--- src/rtl/detector_paridade_quadro_pkg.sv ---
// Shared types and constants for the frame parity detector.
// Defines the FSM state type, parity-mode constants and the parity helper.
package pacote_paridade;

    // FSM states: collecting data bits, then waiting for the parity bit.
    typedef enum logic [0:0] {
        DADOS    = 1'b0,
        PARIDADE = 1'b1
    } estado_paridade_t;

    localparam logic PARIDADE_PAR   = 1'b0;
    localparam logic PARIDADE_IMPAR = 1'b1;

    // Parity bit to transmit for a given data XOR and parity mode.
    function automatic logic paridade_tx(input logic acc, input logic modo);
        return acc ^ modo;
    endfunction

endpackage

--- src/rtl/detector_paridade_quadro_contador.sv ---
// Saturating up-counter used for the parity error count.
// It stops at all-ones and never wraps around.
module contador_saturado #(
    parameter int LARGURA = 8
) (
    input  logic               clk,
    input  logic               reset,
    input  logic               incr,
    output logic [LARGURA-1:0] valor
);

    localparam logic [LARGURA-1:0] VALOR_MAX = {LARGURA{1'b1}};

    logic [LARGURA-1:0] valor_d;
    logic [LARGURA-1:0] valor_q;

    // Next count: step by one on request unless already saturated.
    always_comb begin
        valor_d = valor_q;
        if (incr && (valor_q != VALOR_MAX)) begin
            valor_d = valor_q + {{(LARGURA-1){1'b0}}, 1'b1};
        end else begin
            valor_d = valor_q;
        end
    end

    // Count register, cleared only by the asynchronous reset.
    always_ff @(posedge clk or negedge reset) begin
        if (!reset) begin
            valor_q <= {LARGURA{1'b0}};
        end else begin
            valor_q <= valor_d;
        end
    end

    assign valor = valor_q;

endmodule

--- src/rtl/detector_paridade_quadro.sv ---
// Serial frame parity detector: LARGURA data bits followed by one parity
// bit, with back-to-back frames, gap tolerance and synchronous abort.
// The error counter is built only when DETECTOR_PARIDADE_CONTADOR_EN is
// defined; otherwise cont_erros is tied to zero.
module detector_paridade_quadro
    import pacote_paridade::*;
#(
    parameter int LARGURA      = 8,
    parameter int MODO_IMPAR   = 0,
    parameter int LARGURA_CONT = 8
) (
    input  logic                    clk,
    input  logic                    reset,
    input  logic                    in_valid,
    input  logic                    in_bit,
    input  logic                    in_limpa,
    output logic                    out_bit,
    output logic                    out_paridade,
    output logic                    quadro_ok,
    output logic                    erro_paridade,
    output logic [LARGURA_CONT-1:0] cont_erros
);

    localparam int               CW       = $clog2(LARGURA + 1);
    localparam logic [CW-1:0]    CONT_ULT = CW'(LARGURA - 1);
    localparam logic [CW-1:0]    CONT_FIM = CW'(LARGURA);
    localparam logic             MODO_BIT = (MODO_IMPAR != 0) ? PARIDADE_IMPAR : PARIDADE_PAR;

    estado_paridade_t estado_d, estado_q;
    logic             par_d, par_q;
    logic [CW-1:0]    cont_d, cont_q;
    logic             ok_d, ok_q;
    logic             erro_d, erro_q;

    // Decode of the parity register only; in_bit has no path to these.
    assign out_bit      = par_q;
    assign out_paridade = paridade_tx(par_q, MODO_BIT);

    // Next-state logic: abort wins, idle cycles hold, otherwise advance the frame.
    always_comb begin
        estado_d = estado_q;
        par_d    = par_q;
        cont_d   = cont_q;
        ok_d     = 1'b0;
        erro_d   = 1'b0;
        if (in_limpa) begin
            estado_d = DADOS;
            par_d    = 1'b0;
            cont_d   = {CW{1'b0}};
        end else if (in_valid) begin
            case (estado_q)
                DADOS: begin
                    par_d = par_q ^ in_bit;
                    if (cont_q == CONT_ULT) begin
                        cont_d   = CONT_FIM;
                        estado_d = PARIDADE;
                    end else begin
                        cont_d   = cont_q + {{(CW-1){1'b0}}, 1'b1};
                        estado_d = DADOS;
                    end
                end
                PARIDADE: begin
                    if (in_bit == out_paridade) begin
                        ok_d = 1'b1;
                    end else begin
                        erro_d = 1'b1;
                    end
                    par_d    = 1'b0;
                    cont_d   = {CW{1'b0}};
                    estado_d = DADOS;
                end
                default: begin
                    par_d    = 1'b0;
                    cont_d   = {CW{1'b0}};
                    estado_d = DADOS;
                end
            endcase
        end else begin
            estado_d = estado_q;
        end
    end

    // Frame state and registered result pulses.
    always_ff @(posedge clk or negedge reset) begin
        if (!reset) begin
            estado_q <= DADOS;
            par_q    <= 1'b0;
            cont_q   <= {CW{1'b0}};
            ok_q     <= 1'b0;
            erro_q   <= 1'b0;
        end else begin
            estado_q <= estado_d;
            par_q    <= par_d;
            cont_q   <= cont_d;
            ok_q     <= ok_d;
            erro_q   <= erro_d;
        end
    end

    assign quadro_ok     = ok_q;
    assign erro_paridade = erro_q;

`ifdef DETECTOR_PARIDADE_CONTADOR_EN
    // Counter steps on the same edge that raises erro_paridade.
    contador_saturado #(
        .LARGURA (LARGURA_CONT)
    ) u_contador (
        .clk   (clk),
        .reset (reset),
        .incr  (erro_d),
        .valor (cont_erros)
    );
`else
    assign cont_erros = {LARGURA_CONT{1'b0}};
`endif

endmodule
--- config.mk ---
export PLATFORM = sky130hd
export DESIGN_NAME = detector_paridade_quadro
export DESIGN_NICKNAME = d
export VERILOG_FILES = /design/src/rtl/detector_paridade_quadro_pkg.sv /design/src/rtl/detector_paridade_quadro_contador.sv /design/src/rtl/detector_paridade_quadro.sv
export SDC_FILE = /design/constraint.sdc
export NUM_CORES = 1
export LEC_CHECK = 0
export CAP_MARGIN = 5
export CORE_AREA = 2 2 39 41
export CTS_BUF_LIST = sky130_fd_sc_hd__clkbuf_4
export DETAILED_ROUTE_END_ITERATION = 12
export DIE_AREA = 0 0 41 43
export PLACE_DENSITY = 0.67
export SYNTH_ARGS = -nofsm -noshare
export SYNTH_HDL_FRONTEND = slang
export SYNTH_HIERARCHICAL = 1
export SYNTH_SLANG_ARGS = --single-unit
--- constraint.sdc ---
create_clock -name clk -period 1.7 [get_ports clk]
set_clock_uncertainty 0.05 [all_clocks]
set_input_delay 0.425 -clock clk [delete_from_list [all_inputs] [get_ports clk]]
set_output_delay 0.425 -clock clk [all_outputs]
set_load 0.005 [all_outputs]
==> metrics.log, run 1 <==
INFO  metric p_leak = 0.0002604 uW
INFO  metric hold_ws = 0.3954 ns
INFO  metric grt_first_pass_wirelength = 1.297 mm
INFO  metric syn-instance-count = 52
INFO  metric final_net_count = 70
INFO  metric synth_edf_count = 0
INFO  metric rr_worst_depth = 4
INFO  metric synth_async_sr_flop_share = 100.0%
INFO  metric grtUsageTotal = 11.65%
INFO  metric hpwlAfterDp = 592.1 um
INFO  metric die_area = 1763 um^2
INFO  metric tritonroute_pass_1_iters = 4
INFO  metric wl_met2 = 353 um
INFO  metric cts.reportedPaths.clkPinSlew = about 0.05 ns
INFO  metric antenna_found_initial = 0
INFO  metric cts_tree = built
INFO  metric ant_nets = 0
INFO  metric post-route-min-period = 1.653 ns
INFO  metric syn_area_per_cell = 9.288 um^2
INFO  metric timing.final.setup_violations = 0
INFO  metric net_switching_power = 102.1 uW
INFO  metric port-buffer-count = 8
INFO  metric layout_cells_sized_above_1 = 14.52%
INFO  metric share_seq_of_total_power = 49.4%
INFO  metric setup_slack = approximately 0.047 ns
INFO  metric synthMostInstantiatedCell = buf_4
INFO  metric post_cts_resize_count = 0
INFO  metric drc_errors = 0
INFO  metric detail_route.wl_per_cell = 9.808 um
INFO  metric grt_max_degree = 10
INFO  metric critical_path_class = reg -> out
INFO  metric cts_setup_buffers = 0
INFO  metric place_worst_setup_slack = -0.06488 ns
INFO  metric globalRoute.totalOverflow = 0
INFO  metric worst_path_dominant_cell_family = buffers and inverters
INFO  metric cp-end-kind = output port
INFO  metric cellPowerDensity = 716.0 nW/um^2
INFO  metric worst-endpoint-required = approximately 1.2 ns
INFO  metric sequential_area_share_after_synthesis = 41.45%
INFO  metric hold_path.class = in -> async
INFO  metric setup.worst_path.start_class = flop
INFO  metric worst-path-buf-inv = 1
INFO  metric synth_seq_cells = 8
INFO  metric start_util = about a third
INFO  metric cts_htree_levels = 1
INFO  metric postLayoutCellArea = 571.8 um^2
INFO  metric highest-signal-layer = met4
INFO  metric synth.yosys.warnings = 6
INFO  metric core = approximately 1400 um^2
INFO  metric total_power = just over 400 uW
INFO  metric synth.top_cells.by_area = dfrtp_1, buf_4, a21oi_1
INFO  metric synth_area = 483.0 um^2
INFO  metric cap_violations = 0
INFO  metric top_flip_flop_cell_by_instance_count_after_synthesis = dfrtp_1
INFO  metric drtIter0Drc = 7
INFO  metric met3WireLength = 35 um
INFO  metric power.ir.vdd_worst = approximately 370 uV
INFO  metric fill_cell_total_of_the_finished_layout = around 150
INFO  metric detailed_place.area = 549.3 um^2
INFO  metric maximum_frequency_from_static_timing_analysis = about 600 MHz
INFO  metric status = complete, no violations
INFO  metric synthDominantCellAreaShare = just over 40%
INFO  metric n_antenna_cell = 0
INFO  metric min_period_over_period = 97.24%
INFO  metric crit_path_max_incr_delay = 0.53 ns
INFO  metric switching_fraction = 24.94%
INFO  metric root_buffer_selected_by_cts = clkbuf_4
INFO  metric routed-via-count = 357
INFO  metric clock_sink_count = 8
INFO  metric post_synth_num_cell_types = 23
INFO  metric cts_hold_buf = 0
INFO  metric clkLatencyLatePin = around 0.26 ns
INFO  metric place_congestion = 0.7723
INFO  metric path_max_fanout = 5
INFO  metric grt_pass1_vias = just over 300
INFO  metric synth.cells.most_frequent = buf_4, dfrtp_1, a21oi_1, nand2_1, nor2_1
INFO  metric crit-reg2reg-launch = cont_q[0]
INFO  metric arrival = roughly 1.2 ns
INFO  metric number_of_buffers_created_by_cts = 3
INFO  metric postRouteWirelength = approximately 770 um
INFO  metric vias_per_cell = 4.577
INFO  metric fp-row-count = 14
INFO  metric report.final.hold_viol_count = 0
INFO  metric num_io_pins = 17
INFO  metric power.combinational.fraction = 14.1%
INFO  metric cts.path.max_buffers = 2
INFO  metric routedLengthMet1 = ~350 um
INFO  metric flow.area_growth_from_synthesis = 18.39%
INFO  metric cellInternalPower = 307.3 uW
INFO  metric rrSetupSlack = 0.22 ns
INFO  metric timing_max_transition_violations_final = 0
INFO  metric chipWidth = between 40 and 50 um
INFO  metric power.share.clock = 36.5%
INFO  metric yosysTopAreaCell = dfrtp_1
INFO  metric end_of_the_worst_register_to_register_path = cont_q[0]
INFO  metric die_h = 43 um
INFO  metric cpMaxStageDelayCell = clkdlybuf4s50_1
INFO  metric rsz0062_at_grt = no
INFO  metric crit_chain = clkdlybuf4s50_1
[layout by cell type, fill, tap and decap left out, types with 2 or more instances in the layout]
| cell type | n |
|---|---|
| clkdlybuf4s50_1 | 8 |
| nor2b_1 | 2 |
| buf_4 | 3 |
| o21ai_0 | 2 |
| clkbuf_4 | 3 |
| a21oi_1 | 6 |
| and2b_1 | 2 |
| dfrtp_1 | 8 |
| nor2_1 | 4 |
| nand2_1 | 4 |
| conb_1 | 8 |
[flip-flops by register name, summed over array words and instances (netlist names)]
signal	flops
quadro_ok	1
cont_q	4
erro_paridade	1
out_bit	1
estado_q	1
[through the flow]
stage	util (%)	std cells	setup TNS, ns
2_1_floorplan	-	59	0
3_3_place_gp	39.69	75	-0.03239
3_5_place_dp	39.69	75	-0.08535
4_1_cts	41.32	78	0
5_1_grt	41.32	78	0
6_report	41.32	78	0
[area by class of cell]
class	instances	area, um^2	area share (%)
tap	16	20.02	3.501
sequential	8	200.2	35.01
timing repair buffer	11	102.6	17.94
clock buffer	3	22.52	3.939
multi-input combinational	40	226.5	39.61
[worst max path at each step]
stage | start | endpoint | cells after the start
3_3_place_gp | in_valid | cont_q[3] | 4
4_1_cts | out_bit | out_bit | 1
2_1_floorplan | cont_q[0] | cont_q[0] | 4
5_1_grt | out_bit | out_bit | 1
3_5_place_dp | in_valid | cont_q[3] | 4
6_report | out_bit | out_bit | 1
[layer usage]
metal | vias to the layer above | global-route usage [%]
li1 | 179 | -
met5 | - | 0
met1 | 163 | 15.56
met2 | 11 | 14.69
met3 | 4 | 1.571
met4 | 0 | 12.00
[cell families after synthesis]
group           after synthesis  share of synthesized area, %
compound gates               10                         12.95
fa+ha+maj                     1                         2.590
buf+inv                      11                         17.10
flops                         8                         41.45
other cells                   1                        0.7765
simple gates                 21                         25.13
[power by group through the flow]
stage          Combinational (uW)  Clock, uW  Sequential, uW
6_report                     57.6        149             202
5_1_grt                      66.5        166             203
4_1_cts                      58.0        156             202
3_5_place_dp                 57.8          0             206
3_3_place_gp                 56.9          0             206
2_1_floorplan                46.4          0             205
[worst register-to-register path: stages, from the launching register on]
cell and delay [ns]:
dfrtp_1 0.42, ha_1 0.25, and3b_1 0.20, or3b_1 0.35, a21oi_1 0.12
(Power assumes the default switching activity.)
==> run 2, diff against run 1 <==
--- a/config.mk
+++ b/config.mk
@@ -10,7 +10,7 @@
 export CTS_BUF_LIST = sky130_fd_sc_hd__clkbuf_4
 export DETAILED_ROUTE_END_ITERATION = 12
 export DIE_AREA = 0 0 41 43
-export PLACE_DENSITY = 0.67
+export PLACE_DENSITY = 0.78
 export SYNTH_ARGS = -nofsm -noshare
 export SYNTH_HDL_FRONTEND = slang
 export SYNTH_HIERARCHICAL = 1
==> constraint.sdc (replaced) <==
create_clock -name clk -period 2 [get_ports clk]
set_clock_uncertainty 0.05 [all_clocks]
set_input_delay 0.5 -clock clk [delete_from_list [all_inputs] [get_ports clk]]
set_output_delay 0.5 -clock clk [all_outputs]
set_load 0.005 [all_outputs]
==> run 2 against run 1 <==
  * Global-route usage is 0.10 points higher
  * Clock power decreased by 17%
  * Flip-flop and latch count unchanged
  * Via count up 1.1%
  * Sequential share of layout area rose by 0.94 points
  * Cell count decreased by 2.6%
  * Largest cell class unchanged
  * Final area fell by 2.6%
  * Clock-buffer cell count unchanged
  * Non-clock buffer count down 2
  * Sequential power down 14%
  * Wire length up 4.3%
==> metrics.log, run 2 (same netlist as run 1, synthesis figures left out) <==
INFO  metric total_power = about 340 uW
INFO  metric tritonroute_pass_1_iters = 2
INFO  metric fill_cell_total_of_the_finished_layout = 149
INFO  metric number_of_buffers_created_by_cts = 3
INFO  metric share_seq_of_total_power = between 50 and 60%
INFO  metric cts.reportedPaths.clkPinSlew = 0.06 ns
INFO  metric min_period_over_period = 86.71%
INFO  metric grt_max_degree = 10
INFO  metric setup.worst_path.start_class = flop
INFO  metric clkLatencyLatePin = between 0.2 and 0.3 ns
INFO  metric place_worst_setup_slack = 0.1312 ns
INFO  metric drc_errors = 0
INFO  metric report.final.hold_viol_count = 0
INFO  metric power.ir.vdd_worst = 341.8 uV
INFO  metric cts.path.max_buffers = 2
INFO  metric setup_slack = ~0.27 ns
INFO  metric grtUsageTotal = 11.75%
INFO  metric num_io_pins = 17
INFO  metric cts_hold_buf = 0
INFO  metric power.share.clock = 36.0%
INFO  metric globalRoute.totalOverflow = 0
INFO  metric status = complete, no violations
INFO  metric maximum_frequency_from_static_timing_analysis = approximately 580 MHz
INFO  metric placed_cells = 73
INFO  metric layout_common_cells = conb_1, dfrtp_1, clkdlybuf4s50_1, a21oi_1
INFO  metric chipWidth = between 40 and 50 um
INFO  metric path_max_fanout = 5
INFO  metric power.combinational.fraction = about 13%
INFO  metric net_switching_power = 82.82 uW
INFO  metric post-route-min-period = 1.734 ns
INFO  metric top_register = cont_q
INFO  metric largest_reg_flops = 4
INFO  metric n_antenna_cell = 0
INFO  metric timing.final.setup_violations = 0
INFO  metric core = 1384 um^2
INFO  metric critical_path_class = reg -> out
INFO  metric fp-row-count = 14
INFO  metric arrival = 1.18 ns
INFO  metric timing_max_transition_violations_final = 0
INFO  metric start_util = 34.90%
INFO  metric detailed_place.area = 534.3 um^2
INFO  metric switching_fraction = 24.25%
INFO  metric cpMaxStageDelayCell = clkdlybuf4s50_1
INFO  metric crit_chain = clkdlybuf4s50_1
INFO  metric worst-endpoint-required = 1.45 ns
INFO  metric cellInternalPower = about 260 uW
INFO  metric clock_sink_count = 8
INFO  metric cellPowerDensity = 613.5 nW/um^2
INFO  metric die_h = 43 um
INFO  metric port-buffer-count = 8
INFO  metric postRouteWirelength = between 700 and 800 um
INFO  metric final-instance-count-excl-fill = 76
INFO  metric cts_tree = built
INFO  metric vias_per_cell = 4.750
INFO  metric p_leak = 0.0002507 uW
INFO  metric post_cts_resize_count = 0
INFO  metric crit_path_max_incr_delay = 0.53 ns
INFO  metric hpwlAfterDp = about 630 um
INFO  metric ant_nets = 0
INFO  metric layout_cells_sized_above_1 = 11.67%
INFO  metric cp-end-kind = output port
INFO  metric final_net_count = 68
INFO  metric drtIter0Drc = 3
INFO  metric routed-via-count = about 360
INFO  metric hold_path.class = in -> async
INFO  metric cap_violations = 0
INFO  metric rsz0062_at_grt = no
INFO  metric grt_first_pass_wirelength = 1.352 mm
INFO  metric totalNegativeSetupSlack = 0 ns
INFO  metric antenna_found_initial = 0
INFO  metric place_congestion = roughly 0.75
INFO  metric flow.area_growth_from_synthesis = 15.29%
INFO  metric die_area = 1763 um^2
INFO  metric detail_route.wl_per_cell = 10.50 um
INFO  metric worst-path-buf-inv = 1
INFO  metric cts_htree_levels = 1
INFO  metric root_buffer_selected_by_cts = clkbuf_4
INFO  metric cts_setup_buffers = 0
INFO  metric postLayoutCellArea = approximately 560 um^2
INFO  metric worst_path_dominant_cell_family = buffers and inverters
INFO  metric grt_pass1_vias = about 340
==> run 2: cell count changes in the layout (fill, tap and decap cells not counted) <==
cell	delta
buf_4	-2
==> run 2: stage by stage <==
step | util (%) | hold WS (ns)
detailed placement | 38.61 | 0.5062
finish | 40.24 | 0.4714
global placement | 38.61 | 0.4896
floorplan | - | 0.1544
CTS | 40.24 | 0.4851
global route | 40.24 | 0.5030
==> run 2: path summary, 6_finish.rpt <==
path / from / end / slack, ns / depth (start not counted)
worst max register to register: cont_q[0] / cont_q[0] / 0.52 / 4
min in group clk: out_bit / out_bit / 0.51 / 2
worst min-delay path: reset / estado_q / 0.47 / 1
max in group asynchronous: reset / cont_q[0] / 1.16 / 1
worst min register to register: out_bit / out_bit / 0.51 / 2
worst max-delay path: out_bit / out_bit / 0.27 / 1
==> run 2: cell type report <==
type / count / area [um^2] / area share [%]
clock buffers: 3 / 22.52 / 4.045
multi-input cells: 40 / 226.5 / 40.67
flip-flops and latches: 8 / 200.2 / 35.96
well taps: 16 / 20.02 / 3.596
repair buffers: 9 / 87.58 / 15.73
==> run 2: per-layer routing <==
metal,share of wire (%),global-route usage (%),vias to the layer above
met5,0,0,-
met2,54,16.56,13
met4,0,4.000,0
met3,6.0,6.283,0
met1,40,14.90,173
li1,-,-,175
==> run 2: power by group through the flow <==
stage                     Combinational (uW)  Clock (uW)  Sequential [uW]
after floorplan                         39.4           0              174
after global placement                  45.1           0              175
after detailed placement                45.9           0              175
after CTS                               46.3         129              173
after global routing                    53.0         142              173
final                                   45.9         123              173
